==> src/rtl/mac_lookup_requester_pkg.sv <==
// Shared widths, broadcast key, FSM encoding and forwarding-decision payload
// for the MAC table requester.
package mac_lookup_requester_pkg;

    localparam int unsigned pADRESS = 2;
    localparam int unsigned pPORTS  = 1 << pADRESS;
    localparam int unsigned pMAC_W  = 14;
    localparam int unsigned CNT_W   = 3;

    localparam logic [pMAC_W-1:0] MAC_BCAST = '1;

    typedef enum logic [1:0] {
        IDLE  = 2'd0,
        ISSUE = 2'd1,
        WAIT  = 2'd2,
        RESP  = 2'd3
    } state_e;

    typedef struct packed {
        logic [pADRESS-1:0] src;
        logic [pADRESS-1:0] dst;
        logic               flood;
        logic               drop;
    } fwd_t;

    // Broadcast wins over the table result; a hit on the source port is dropped.
    function automatic fwd_t fwd_decide(input logic [pMAC_W-1:0]  da,
                                        input logic [pADRESS-1:0] hit,
                                        input logic [pADRESS-1:0] src);
        fwd_t f;
        f.src   = src;
        f.dst   = hit;
        f.flood = 1'b0;
        f.drop  = 1'b0;
        if (da == MAC_BCAST) begin
            f.dst   = '0;
            f.flood = 1'b1;
        end else if (hit == src) begin
            f.drop = 1'b1;
        end
        return f;
    endfunction

endpackage

==> src/rtl/mac_lookup_requester_rr_arbiter.sv <==
// Combinational round-robin pick: first requesting port at or after the
// pointer, wrapping modulo the port count.
module mac_lookup_requester_rr_arbiter
    import mac_lookup_requester_pkg::*;
(
    input  logic [pPORTS-1:0]  req_i,
    input  logic [pADRESS-1:0] ptr_i,
    output logic [pPORTS-1:0]  gnt_o,
    output logic [pADRESS-1:0] idx_o,
    output logic               any_o
);

    logic [pADRESS-1:0] cand;

    always_comb begin
        any_o = 1'b0;
        idx_o = '0;
        cand  = '0;
        for (int unsigned i = 0; i < pPORTS; i++) begin
            cand = ptr_i + pADRESS'(i);
            if (!any_o && req_i[cand]) begin
                any_o = 1'b1;
                idx_o = cand;
            end
        end
        gnt_o = any_o ? (pPORTS'(1) << idx_o) : '0;
    end

endmodule

==> src/rtl/mac_lookup_requester.sv <==
// Initiator of MAC table learn+lookup transactions: arbitrates ingress
// headers, issues one table access at a time and hands the decision on.
module mac_lookup_requester
    import mac_lookup_requester_pkg::*;
#(
    parameter int unsigned pLOOKUP_LAT = 1
) (
    input  logic                       iclk,
    input  logic                       i_rst_n,
    input  logic [pPORTS-1:0]          i_hdr_valid,
    input  logic [pPORTS*pMAC_W-1:0]   i_hdr_sa,
    input  logic [pPORTS*pMAC_W-1:0]   i_hdr_da,
    output logic [pPORTS-1:0]          o_hdr_ready,
    output logic                       o_write_enable,
    output logic [pADRESS-1:0]         o_port_num,
    output logic [pMAC_W-1:0]          o_MAC_SA,
    output logic [pMAC_W-1:0]          o_MAC_DA,
    input  logic [pADRESS-1:0]         i_port_num,
    output logic                       o_fwd_valid,
    input  logic                       i_fwd_ready,
    output logic [pADRESS-1:0]         o_fwd_src,
    output logic [pADRESS-1:0]         o_fwd_dst,
    output logic                       o_fwd_flood,
    output logic                       o_fwd_drop
);

    state_e             state_q, state_d;
    logic [pADRESS-1:0] rr_q, rr_d;
    logic [pADRESS-1:0] gnt_q, gnt_d;
    logic [CNT_W-1:0]   cnt_q, cnt_d;
    logic [pMAC_W-1:0]  sa_q, sa_d;
    logic [pMAC_W-1:0]  da_q, da_d;
    logic [pPORTS-1:0]  ready_q, ready_d;
    logic               we_q, we_d;
    logic               fwd_valid_q, fwd_valid_d;
    fwd_t               fwd_q, fwd_d;

    logic [pPORTS-1:0]  arb_gnt;
    logic [pADRESS-1:0] arb_idx;
    logic               arb_any;
    logic               lookup_done;

    mac_lookup_requester_rr_arbiter u_arb (
        .req_i (i_hdr_valid),
        .ptr_i (rr_q),
        .gnt_o (arb_gnt),
        .idx_o (arb_idx),
        .any_o (arb_any)
    );

    assign lookup_done = (cnt_q <= CNT_W'(1));

    // State register
    always_ff @(posedge iclk or negedge i_rst_n) begin
        if (!i_rst_n) state_q <= IDLE;
        else          state_q <= state_d;
    end

    // Next-state logic
    always_comb begin
        state_d = state_q;
        case (state_q)
            IDLE:    if (arb_any) state_d = ISSUE;
            ISSUE:   state_d = WAIT;
            WAIT:    if (lookup_done) state_d = RESP;
            RESP:    if (i_fwd_ready) state_d = IDLE;
            default: state_d = IDLE;
        endcase
    end

    // Output / datapath next values; keys are latched at grant so the
    // transaction survives a requester dropping valid.
    always_comb begin
        rr_d        = rr_q;
        gnt_d       = gnt_q;
        cnt_d       = cnt_q;
        sa_d        = sa_q;
        da_d        = da_q;
        ready_d     = '0;
        we_d        = 1'b0;
        fwd_valid_d = fwd_valid_q;
        fwd_d       = fwd_q;
        case (state_q)
            IDLE: begin
                if (arb_any) begin
                    gnt_d   = arb_idx;
                    sa_d    = i_hdr_sa[32'(arb_idx) * pMAC_W +: pMAC_W];
                    da_d    = i_hdr_da[32'(arb_idx) * pMAC_W +: pMAC_W];
                    ready_d = arb_gnt;
                    we_d    = 1'b1;
                end
            end
            ISSUE: begin
                rr_d  = gnt_q + pADRESS'(1);
                cnt_d = CNT_W'(pLOOKUP_LAT);
            end
            WAIT: begin
                cnt_d = cnt_q - CNT_W'(1);
                if (lookup_done) begin
                    fwd_d       = fwd_decide(da_q, i_port_num, gnt_q);
                    fwd_valid_d = 1'b1;
                end
            end
            RESP: begin
                if (i_fwd_ready) fwd_valid_d = 1'b0;
            end
            default: ;
        endcase
    end

    always_ff @(posedge iclk or negedge i_rst_n) begin
        if (!i_rst_n) begin
            rr_q        <= '0;
            gnt_q       <= '0;
            cnt_q       <= '0;
            sa_q        <= '0;
            da_q        <= '0;
            ready_q     <= '0;
            we_q        <= 1'b0;
            fwd_valid_q <= 1'b0;
            fwd_q       <= '0;
        end else begin
            rr_q        <= rr_d;
            gnt_q       <= gnt_d;
            cnt_q       <= cnt_d;
            sa_q        <= sa_d;
            da_q        <= da_d;
            ready_q     <= ready_d;
            we_q        <= we_d;
            fwd_valid_q <= fwd_valid_d;
            fwd_q       <= fwd_d;
        end
    end

    assign o_hdr_ready    = ready_q;
    assign o_write_enable = we_q;
    assign o_port_num     = gnt_q;
    assign o_MAC_SA       = sa_q;
    assign o_MAC_DA       = da_q;
    assign o_fwd_valid    = fwd_valid_q;
    assign o_fwd_src      = fwd_q.src;
    assign o_fwd_dst      = fwd_q.dst;
    assign o_fwd_flood    = fwd_q.flood;
    assign o_fwd_drop     = fwd_q.drop;

endmodule

==> config.mk <==
export PLATFORM = sky130hd
export DESIGN_NAME = mac_lookup_requester
export DESIGN_NICKNAME = d
export VERILOG_FILES = /design/src/rtl/mac_lookup_requester_pkg.sv /design/src/rtl/mac_lookup_requester_rr_arbiter.sv /design/src/rtl/mac_lookup_requester.sv
export SDC_FILE = /design/constraint.sdc
export NUM_CORES = 1
export LEC_CHECK = 0
export CORE_MARGIN = 2
export CORE_UTILIZATION = 35
export CTS_CLUSTER_DIAMETER = 30
export DETAILED_ROUTE_END_ITERATION = 16
export GPL_TIMING_DRIVEN = 0
export PLACE_DENSITY = 0.78
export SYNTH_ARGS = -nofsm -noshare
export SYNTH_HDL_FRONTEND = slang
export SYNTH_HIERARCHICAL = 1
export SYNTH_SLANG_ARGS = --single-unit
==> constraint.sdc <==
create_clock -name iclk -period 2.1 [get_ports iclk]
set_clock_uncertainty 0.1 [all_clocks]
set_input_delay 0.42 -clock iclk [delete_from_list [all_inputs] [get_ports iclk]]
set_output_delay 0.42 -clock iclk [all_outputs]
set_load 0.02 [all_outputs]
# Yosys cells after proc, flatten, opt, wreduce, memory -nomap -nowiden
# Cells that the tools add are included.
word_totals:
  reg_bits: 49
  input_bits: 121
  out_inout_bits: 42
  elab_cells: 79
op_classes:
  addsub: 5
  n_mul: 1
  n_lt_le_gt_ge: 5
  eq_ne: 8
  shift: 3
  n_mux: 31
  n_reduce_logical: 13
ops:
  columns: ["operator", "count"]
  rows:
  - ["$shiftx A56 B7 Y14", 2]
  - ["$eq A14 B14 Y1 const B", 1]
  - ["$mux W1", 14]
  - ["$mux W2", 7]
  - ["$lt A2 B3 Y1 const B", 4]
  - ["$bmux W1 S2", 4]
  - ["$mux W4", 2]
  - ["$pmux W2 S4", 1]
  - ["$ne A2 B2 Y1 const B", 3]
  - ["$pmux W3 S2", 1]
  - ["$reduce_and A3 Y1", 2]
  - ["$mul A2 B3 Y5 const B", 1]
  - ["$add A2 B1 Y2 const B", 2]
  - ["$add A2 B2 Y2 const B", 2]
  - ["$eq A2 B2 Y1 const B", 2]
  - ["$reduce_and A2 Y1", 2]
  - ["$reduce_bool A2 Y1", 2]
  - ["$shl A1 B2 Y4 const A", 1]
  - ["$le A3 B1 Y1 const B", 1]
  - ["$logic_and A1 B1 Y1", 3]
  - ["$logic_not A1 Y1", 3]
  - ["$mux W3", 1]
  - ["$sub A3 B1 Y3 const B", 1]
  - ["$eq A2 B1 Y1 const B", 1]
  - ["3 further kinds", 3]

# Depth between registers and ports, before layout
# Gate-level depths: netlist of the first run.
depth:
  depth_word: 15
  mapped_depth: 8
  mapped_depth_nobuf: 5

# Hierarchy
# The synthesis of the first run kept the hierarchy.
modules_own_cells:
  columns: ["module", "instances", "cells_per_inst", "area_each_um2", "seq_area_each_um2"]
  rows:
  - ["mac_lookup_requester", 1, 179, 2656.3, 1226.2]
  - ["mac_lookup_requester_rr_arbiter", 1, 32, 182.7, 0.0]

# Worst setup path before layout of the first run
# Ideal clock, no wire load.
synth_path:
  path_type: "in2reg"
  start: "input port i_hdr_valid[1]"
  end: "register da_q[10] (netlist: o_MAC_DA[10])"
  setup_ps: 125
  arrival_ps: 2064
  required_time_ps: 1875
  slack_ps: -189
  path_stages: 7
  path_buffers: 2
  path_cell_list: "buf_2 -> nand2b_1 -> a21oi_1 -> a211oi_2 -> buf_2 -> mux4_2 -> mux2_2"
synth_via:
  elab_chain_cells: 14
  word_cells_on_any_way: 25
  cone_classes: "mul: 1; shift: 1; mux: 16; reduce/logical: 7"
synth_rtl:
  columns: ["item", "line_no", "text"]
  rows:
  - ["start: declaration", "mac_lookup_requester.sv:10", "input logic [pPORTS-1:0] i_hdr_valid,"]
  - ["$bmux W1 S2", "mac_lookup_requester_rr_arbiter.sv:21", "if (!any_o && req_i[cand]) begin"]
  - ["$mux W1 (implied by the code)", "mac_lookup_requester_rr_arbiter.sv:21", null]
  - ["$mux W1", "mac_lookup_requester_rr_arbiter.sv:21", null]
  - ["$logic_not A1 Y1", "mac_lookup_requester_rr_arbiter.sv:21", null]
  - ["$logic_and A1 B1 Y1", "mac_lookup_requester_rr_arbiter.sv:21", null]
  - ["$mux W1", "mac_lookup_requester_rr_arbiter.sv:21", null]
  - ["$logic_not A1 Y1", "mac_lookup_requester_rr_arbiter.sv:21", null]
  - ["$logic_and A1 B1 Y1", "mac_lookup_requester_rr_arbiter.sv:21", null]
  - ["$mux W1", "mac_lookup_requester_rr_arbiter.sv:21", null]
  - ["$logic_not A1 Y1", "mac_lookup_requester_rr_arbiter.sv:21", null]
  - ["$logic_and A1 B1 Y1", "mac_lookup_requester_rr_arbiter.sv:21", null]
  - ["$mux W2 (*)", "mac_lookup_requester_rr_arbiter.sv:21", null]
  - ["named net arb_idx[0]", "mac_lookup_requester.sv:39", "logic [pADRESS-1:0] arb_idx;"]
  - ["$mul A2 B3 Y5 (*)", "mac_lookup_requester.sv:88", "da_d = i_hdr_da[32'(arb_idx) * pMAC_W +: pMAC_W];"]
  - ["$shiftx A56 B7 Y14 (*)", "mac_lookup_requester.sv:88", null]
  - ["end signal: assignment", "mac_lookup_requester.sv:117", "da_q <= '0;"]
  - ["end signal: assignment", "mac_lookup_requester.sv:127", "da_q <= da_d;"]
  - ["end: declaration", "mac_lookup_requester.sv:32", "logic [pMAC_W-1:0] da_q, da_d;"]
# Mark *: on every way through the listed nets, which the timed path passes. The rest lies on a longest branch. The select of a mux whose other input is x is not followed.
# A chain may end at the register's enable or synchronous reset.

# Worst setup path after layout of the first run
layout_path:
  start: "register rr_q[0]"
  end: "register da_q[3] (netlist: o_MAC_DA[3])"
layout_via:
  elab_chain_cells: 14
  word_cells_on_any_way: 28
  cone_classes: "add/sub: 3; mul: 1; shift: 1; mux: 16; reduce/logical: 7"
layout_rtl:
  columns: ["item", "line_no", "text"]
  rows:
  - ["start: declaration", "mac_lookup_requester.sv:28", "logic [pADRESS-1:0] rr_q, rr_d;"]
  - ["start signal: assignment", "mac_lookup_requester.sv:123", "rr_q <= rr_d;"]
  - ["parallel branches: the longest is 11 deep, another holds $add A2 B1 Y2", null, null]
  - ["$mux W2 (*)", "mac_lookup_requester_rr_arbiter.sv:21", null]
  - ["named net arb_idx[0]", "mac_lookup_requester.sv:39", null]
  - ["$mul A2 B3 Y5 (*)", "mac_lookup_requester.sv:88", null]
  - ["$shiftx A56 B7 Y14 (*)", "mac_lookup_requester.sv:88", null]
# Mark *: on every way through the listed nets, which the timed path passes. The select of a mux whose other input is x is not followed.

==> results of run 1 <==
==> cells by family (layout without fill, tap and decap cells) <==
logic type	Yosys count	in the layout	share of synthesized area
flops	49	49	0.432
fa+ha+maj	5	5	0.0220
xor+xnor	3	3	0.00926
simple gates	43	43	0.0771
compound gates	26	26	0.0630
buf+inv	24	201	0.0441
mux	61	61	0.353
==> area by class of cell <==
type	count	area [µm²]	share of cell area
Timing Repair Buffer	169	1730	0.355
Multi-Input combinational cell	138	1520	0.312
Sequential cell	49	1230	0.251
Tap cell	102	128	0.0261
Buffer	12	108	0.0220
Clock buffer	6	82.6	0.0169
Inverter	12	45.0	0.00922
Clock inverter	2	37.5	0.00768
==> power by group <==
group | internal (mW) | switching (mW) | leakage, nW
sequential | 1.39 | 0.315 | 0.589
clock | 0.387 | 0.318 | 0.0574
combinational | 2.17 | 1.61 | 1.36
==> cells in the final DEF (no fill, tap or decap), types with 2 or more instances in the layout <==
master,Yosys,layout
buf_12,1,3
o21ai_0,8,8
nand2b_4,0,2
a21oi_1,5,5
nor3_1,2,2
clkbuf_8,0,6
buf_2,6,5
dfrtp_1,49,48
xor2_1,2,2
nand3b_1,2,2
clkdlybuf4s15_2,0,2
mux2_2,32,30
nor2_1,6,6
buf_4,1,5
nand2_1,16,16
clkdlybuf4s50_1,0,157
buf_6,1,4
a221oi_1,2,2
inv_1,12,12
and3_1,4,4
mux2_4,0,2
mux4_2,28,28
ha_1,5,5
nand4_1,3,3
nor2b_1,2,2
==> sequential cells by signal, indices dropped and copies added (netlist names), 3 cells and up <==
register / cells
cnt_q: 3
o_MAC_DA: 14
o_MAC_SA: 14
o_hdr_ready: 4
==> worst min-delay path by stage <==
stage	endpoint	slack, ps
final	o_fwd_src[0]$_DFFE_PN0P_	380
after global routing	o_fwd_src[0]$_DFFE_PN0P_	400
after CTS	o_fwd_src[0]$_DFFE_PN0P_	390
after detailed placement	o_fwd_valid$_DFFE_PN0P_	300
after global placement	o_fwd_drop$_DFFE_PN0P_	360
after floorplan	cnt_q[0]$_DFFE_PN0P_	20
==> critical path, stage by stage, from the launching register on <==
cell       delay, ps
dfrtp_2          410
nand2b_4         150
a21oi_1          100
a211oi_4         230
buf_6            200
clkbuf_16        160
mux4_2           480
mux2_2           270
==> repair_timing <==
| action | in CTS | in global routing |
|---|---|---|
| hold buffers | 1 | 0 |
| resized for setup | 20 | 5 |
| pin swaps | 1 | 0 |
| buffers inserted | 4 | 0 |
| cloned | 1 | 1 |
| setup endpoints to repair | 28 | 29 |
| hold endpoints to repair | 18 | 0 |
==> metrics by stage <==
stage / worst slack, ps / power [mW] / hold WS (ps) / setup TNS (ps)
floorplan: -75.8 / 3.88 / 24.4 / -682
global placement: -896 / 5.20 / 357 / -63300
detailed placement: -814 / 5.29 / 297 / -20510
CTS: -111 / 6.21 / 386 / -1430
global route: -205 / 6.60 / 400 / -4530
finish: -114 / 6.20 / 380 / -1730
==> layer usage <==
layer	global-route usage	vias up	part of all wire
met3	0.0490	11	0.073
met5	0	-	0
li1	-	1152	-
met2	0.330	103	0.55
met4	0.0447	0	0.015
met1	0.199	1209	0.36
==> impl_metrics.yaml, run 1 <==
outcome:
  outcome: "finished with violations"
  violations: "setup timing"
synth:
  synth_area_leaders: "dfrtp_1, mux4_2, mux2_2"
  yosysSeqAreaShare: 0.432
  synth-main-ff-cell: "dfrtp_1"
  async_flop_share: 1.00
  ys.warnings.count: 6
  syn_inst: 211
  avgSynthCellArea_um2: 13.5
  synth-seq-cells: 49
  yosys-top-cells-count: "dfrtp_1, mux2_2, mux4_2, nand2_1, inv_1"
  synth_nets: 337
  synth_top_cell_by_area: "dfrtp_1"
  syn_area_um2: 2840
  synth_top_area_frac: 0.432
  synth.most_common_cell: "dfrtp_1"
  synthDistinctLibCells: 42
  synth-edff-count: 0
setup_path:
  start_kind: "flop"
  cp.arrival_ps: 2310
  cp_data_required_time_ps: 2200
  r2r_end: "o_MAC_DA[3]$_DFFE_PN0P_"
  crit_path_start: "rr_q[0]$_DFFE_PN0N_"
  critPathMaxFanout: 4
  end_kind: "flop"
  r2r_cells: 7
  crit_type: "flop to flop"
  crit_end: "o_MAC_DA[3]$_DFFE_PN0P_"
  r2r_slack_ps: -110
  rr_startpoint: "rr_q[0]$_DFFE_PN0N_"
finish:
  drive_above_1_share: 0.253
  final_cells: 490
  fill_cells: 646
  nNetsFinal: 513
  diodes: 0
  final_area_um2: 4880
  post-route-util: 0.626
  syn2layout_area_growth_pct: 72.1
power:
  vdd_ir_drop_max_v: 0.000462
  power.leakage_nw: 2.01
  p_per_area_nw_per_um2: 1270
grt:
  overflow: 0
  grt_pass1_wl_mm: 12.1
  grt_pass1_vias: 2551
  grt_max_degree: 32
  grt_usage: 0.177
  antenna_found_initial: 0
hold_path:
  min_path_type: "flop to flop"
  min-delay-start: "o_fwd_src[0]$_DFFE_PN0P_"
  whs_path_depth: 2
die:
  chipHeight_um: 94.1
  rows: 32
  coreArea_um2: 7810
  die_area_um2: 8850
  ioPinCount: 163
  die_x_um: 94.1
  initial_core_util: 0.364
clocking:
  cts_sinks: 49
  insertion_delay_ps: 300
  cts_buffers: 5
  clk_pin_slew_ps: 90
  tritoncts: "yes"
  cts.htree.levels: 2
  cts_buffer_depth: 2
  cts-root-buf: "clkbuf_8"
placement:
  dp_hpwl_mm: 6.11
  gp_congestion: 0.749
  port_buffers: 161
  placed_cells: 475
  post_dp_cell_area_um2: 4600
drt:
  drt_iter0_drc: 136
  antenna_left: 0
  drc: 0
  avgViaCountPerCell: 5.05
  wl_per_cell_um: 15.7
  route.final.wire_length_mm: 7.68
  vias: 2475
  first_pass_iters: 4
timing:
  slew_headroom: 0.498
  rsz0062_at_grt: "yes"
  period_minus_slack_ps: 2210
  setup_slack_ps: -114
  hold_violations: 0
  fin_crit_sh: 1.05
  worst_slew_pin_slew_ps: 746
  slew_violations: 0
  fmax_mhz: 452
  setup_viol: 22
flow_run:
  max_cap_violations: 0
No activity file was read; power rests on OpenSTA's default activity.
==> inputs of run 2 (changes only) <==
--- a/config.mk
+++ b/config.mk
@@ -7,7 +7,7 @@
 export LEC_CHECK = 0
 export CORE_MARGIN = 2
 export CORE_UTILIZATION = 35
-export CTS_CLUSTER_DIAMETER = 30
+export CTS_CLUSTER_DIAMETER = 200
 export DETAILED_ROUTE_END_ITERATION = 16
 export GPL_TIMING_DRIVEN = 0
 export PLACE_DENSITY = 0.78
==> results of run 2 <==
The final DEF is identical to that of run 1; final timing and power are the same.
==> inputs of run 3 (changes only) <==
--- a/config.mk
+++ b/config.mk
@@ -5,7 +5,7 @@
 export SDC_FILE = /design/constraint.sdc
 export NUM_CORES = 1
 export LEC_CHECK = 0
-export CORE_MARGIN = 2
+export CORE_MARGIN = 4
 export CORE_UTILIZATION = 35
 export CTS_CLUSTER_DIAMETER = 200
 export DETAILED_ROUTE_END_ITERATION = 16
==> run 3 against run 2 <==
Compared with the run above: the run still ends with setup timing left; worst setup slack gained 24 ps; utilization about the same; critical endpoint is now o_MAC_SA[13]$_DFFE_PN0P_; clock power fell by 0.7%; highest routed layer unchanged; die area up 8.7%; register-to-register slack improved by 20 ps; cell count is 0.41% higher; critical path type unchanged; critical path depth is the same; power rose by 0.74%; non-clock buffer count rose by 2; global-route usage fell by 0.77 points.
==> impl_metrics.yaml, run 3 (same netlist as run 1, synthesis figures left out) <==
setup_path:
  critPathMaxFanout: 10
  cp.arrival_ps: 2280
  end_kind: "flop"
  crit_end: "o_MAC_SA[13]$_DFFE_PN0P_"
  r2r_slack_ps: -90
  start_kind: "flop"
  crit_type: "flop to flop"
  rr_startpoint: "rr_q[0]$_DFFE_PN0N_"
  r2r_end: "o_MAC_SA[13]$_DFFE_PN0P_"
  r2r_cells: 7
  cp_data_required_time_ps: 2190
  crit_path_start: "rr_q[0]$_DFFE_PN0N_"
die:
  initial_core_util: 0.364
  die_x_um: 98.1
  coreArea_um2: 7810
  die_area_um2: 9620
  ioPinCount: 163
  chipHeight_um: 98.1
  rows: 32
grt:
  overflow: 0
  grt_pass1_vias: 2765
  antenna_found_initial: 0
  grt_pass1_wl_mm: 13.0
  grt_max_degree: 26
  grt_usage: 0.170
clocking:
  holdBufCountCts: 0
  clk_pin_slew_ps: 90
  insertion_delay_ps: 300
  cts_buffer_depth: 2
  cts.htree.levels: 2
  cts_buffers: 5
  cts_sinks: 49
  tritoncts: "yes"
  cts-root-buf: "clkbuf_8"
timing:
  hold_violations: 0
  fin_crit_sh: 1.04
  slew_headroom: 0.407
  tns_ps: -1420
  setup_slack_ps: -90.1
  rsz0062_at_grt: "yes"
  fmax_mhz: 457
  whs_ps: 15.5
  period_minus_slack_ps: 2190
  worst_slew_pin_slew_ps: 882
  setup_viol: 28
  slew_violations: 0
finish:
  diodes: 0
  drive_above_1_share: 0.259
  nNetsFinal: 515
  syn2layout_area_growth_pct: 72.0
  final_common_cell: "clkdlybuf4s50_1"
  fill_cells: 658
  final_cell_mix: "clkdlybuf4s50_1, dfrtp_1, mux4_2"
drt:
  wl_per_cell_um: 16.7
  route.final.wire_length_mm: 8.23
  vias: 2463
  avgViaCountPerCell: 5.01
  drt_iter0_drc: 76
  drc: 0
  antenna_left: 0
  first_pass_iters: 4
power:
  vdd_ir_drop_max_v: 0.000484
  p_per_area_nw_per_um2: 1280
  power.leakage_nw: 2.01
  power_mw: 6.25
outcome:
  violations: "setup timing"
  outcome: "finished with violations"
hold_path:
  min_path_type: "input pin to asynchronous set/reset pin"
placement:
  gp_congestion: 0.764
  dp_hpwl_mm: 6.68
  port_buffers: 161
flow_run:
  max_cap_violations: 0
==> run 3: how the worst min path moves through the flow <==
stage	startpoint	end	slack, ps	cells past startpoint
after global routing	i_rst_n	cnt_q[2]$_DFFE_PN0P_	50	1
after floorplan	i_rst_n	cnt_q[0]$_DFFE_PN0P_	20	0
final	i_rst_n	cnt_q[2]$_DFFE_PN0P_	20	1
after global placement	o_fwd_drop$_DFFE_PN0P_	o_fwd_drop$_DFFE_PN0P_	360	2
after detailed placement	i_rst_n	o_fwd_valid$_DFFE_PN0P_	350	1
after CTS	i_rst_n	o_fwd_valid$_DFFE_PN0P_	20	1
==> run 3: critical path: stages (launching register included) <==
cell and delay (ps):
dfrtp_2 400, nand2b_4 150, o21ai_4 70, a211oi_4 270, buf_6 160, buf_12 140, mux4_2 520, mux2_2 280
==> run 3: where the power goes <==
| part | leakage, nW | switching (mW) | internal (mW) |
|---|---|---|---|
| logic | 1.37 | 1.64 | 2.20 |
| registers | 0.589 | 0.311 | 1.39 |
| clock network | 0.0585 | 0.311 | 0.389 |
| total | 2.01 | 2.27 | 3.98 |
==> run 3: area by class of cell <==
| type | instances | area [µm²] | share of cell area |
|---|---|---|---|
| clock inverter | 1 | 30.0 | 0.00615 |
| buffer | 12 | 115 | 0.0236 |
| inverter | 12 | 45.0 | 0.00922 |
| multi-input combinational | 138 | 1540 | 0.315 |
| clock buffer | 7 | 86.3 | 0.0177 |
| tap | 102 | 128 | 0.0261 |
| sequential | 49 | 1230 | 0.251 |
| timing repair buffer | 171 | 1720 | 0.351 |
==> run 3: what timing repair did <==
item,in CTS,in global routing
gates cloned,0,1
resized for setup,18,18
buffers inserted,4,4
pin swaps,1,1
setup endpoints to repair,29,29
==> run 3: per-stage QoR <==
stage | setup WS [ps] | instance area (µm²) | utilization | cells
floorplan | -75.8 | 2850 | - | 211
global placement | -883 | 4590 | 0.588 | 474
detailed placement | -823 | 4600 | 0.589 | 475
CTS | -61.9 | 4800 | 0.615 | 487
global route | -142 | 4880 | 0.625 | 492
finish | -90.1 | 4880 | 0.625 | 492
==> run 3: layer usage <==
metal / share of wire / routed length [µm] / vias to the layer above / GRT usage
met5: 0 / 0 / - / 0
met3: 0.090 / 745 / 14 / 0.0557
li1: - / - / 1149 / -
met4: 0.018 / 145 / 0 / 0.0426
met2: 0.56 / 4640 / 109 / 0.340
met1: 0.33 / 2710 / 1191 / 0.164
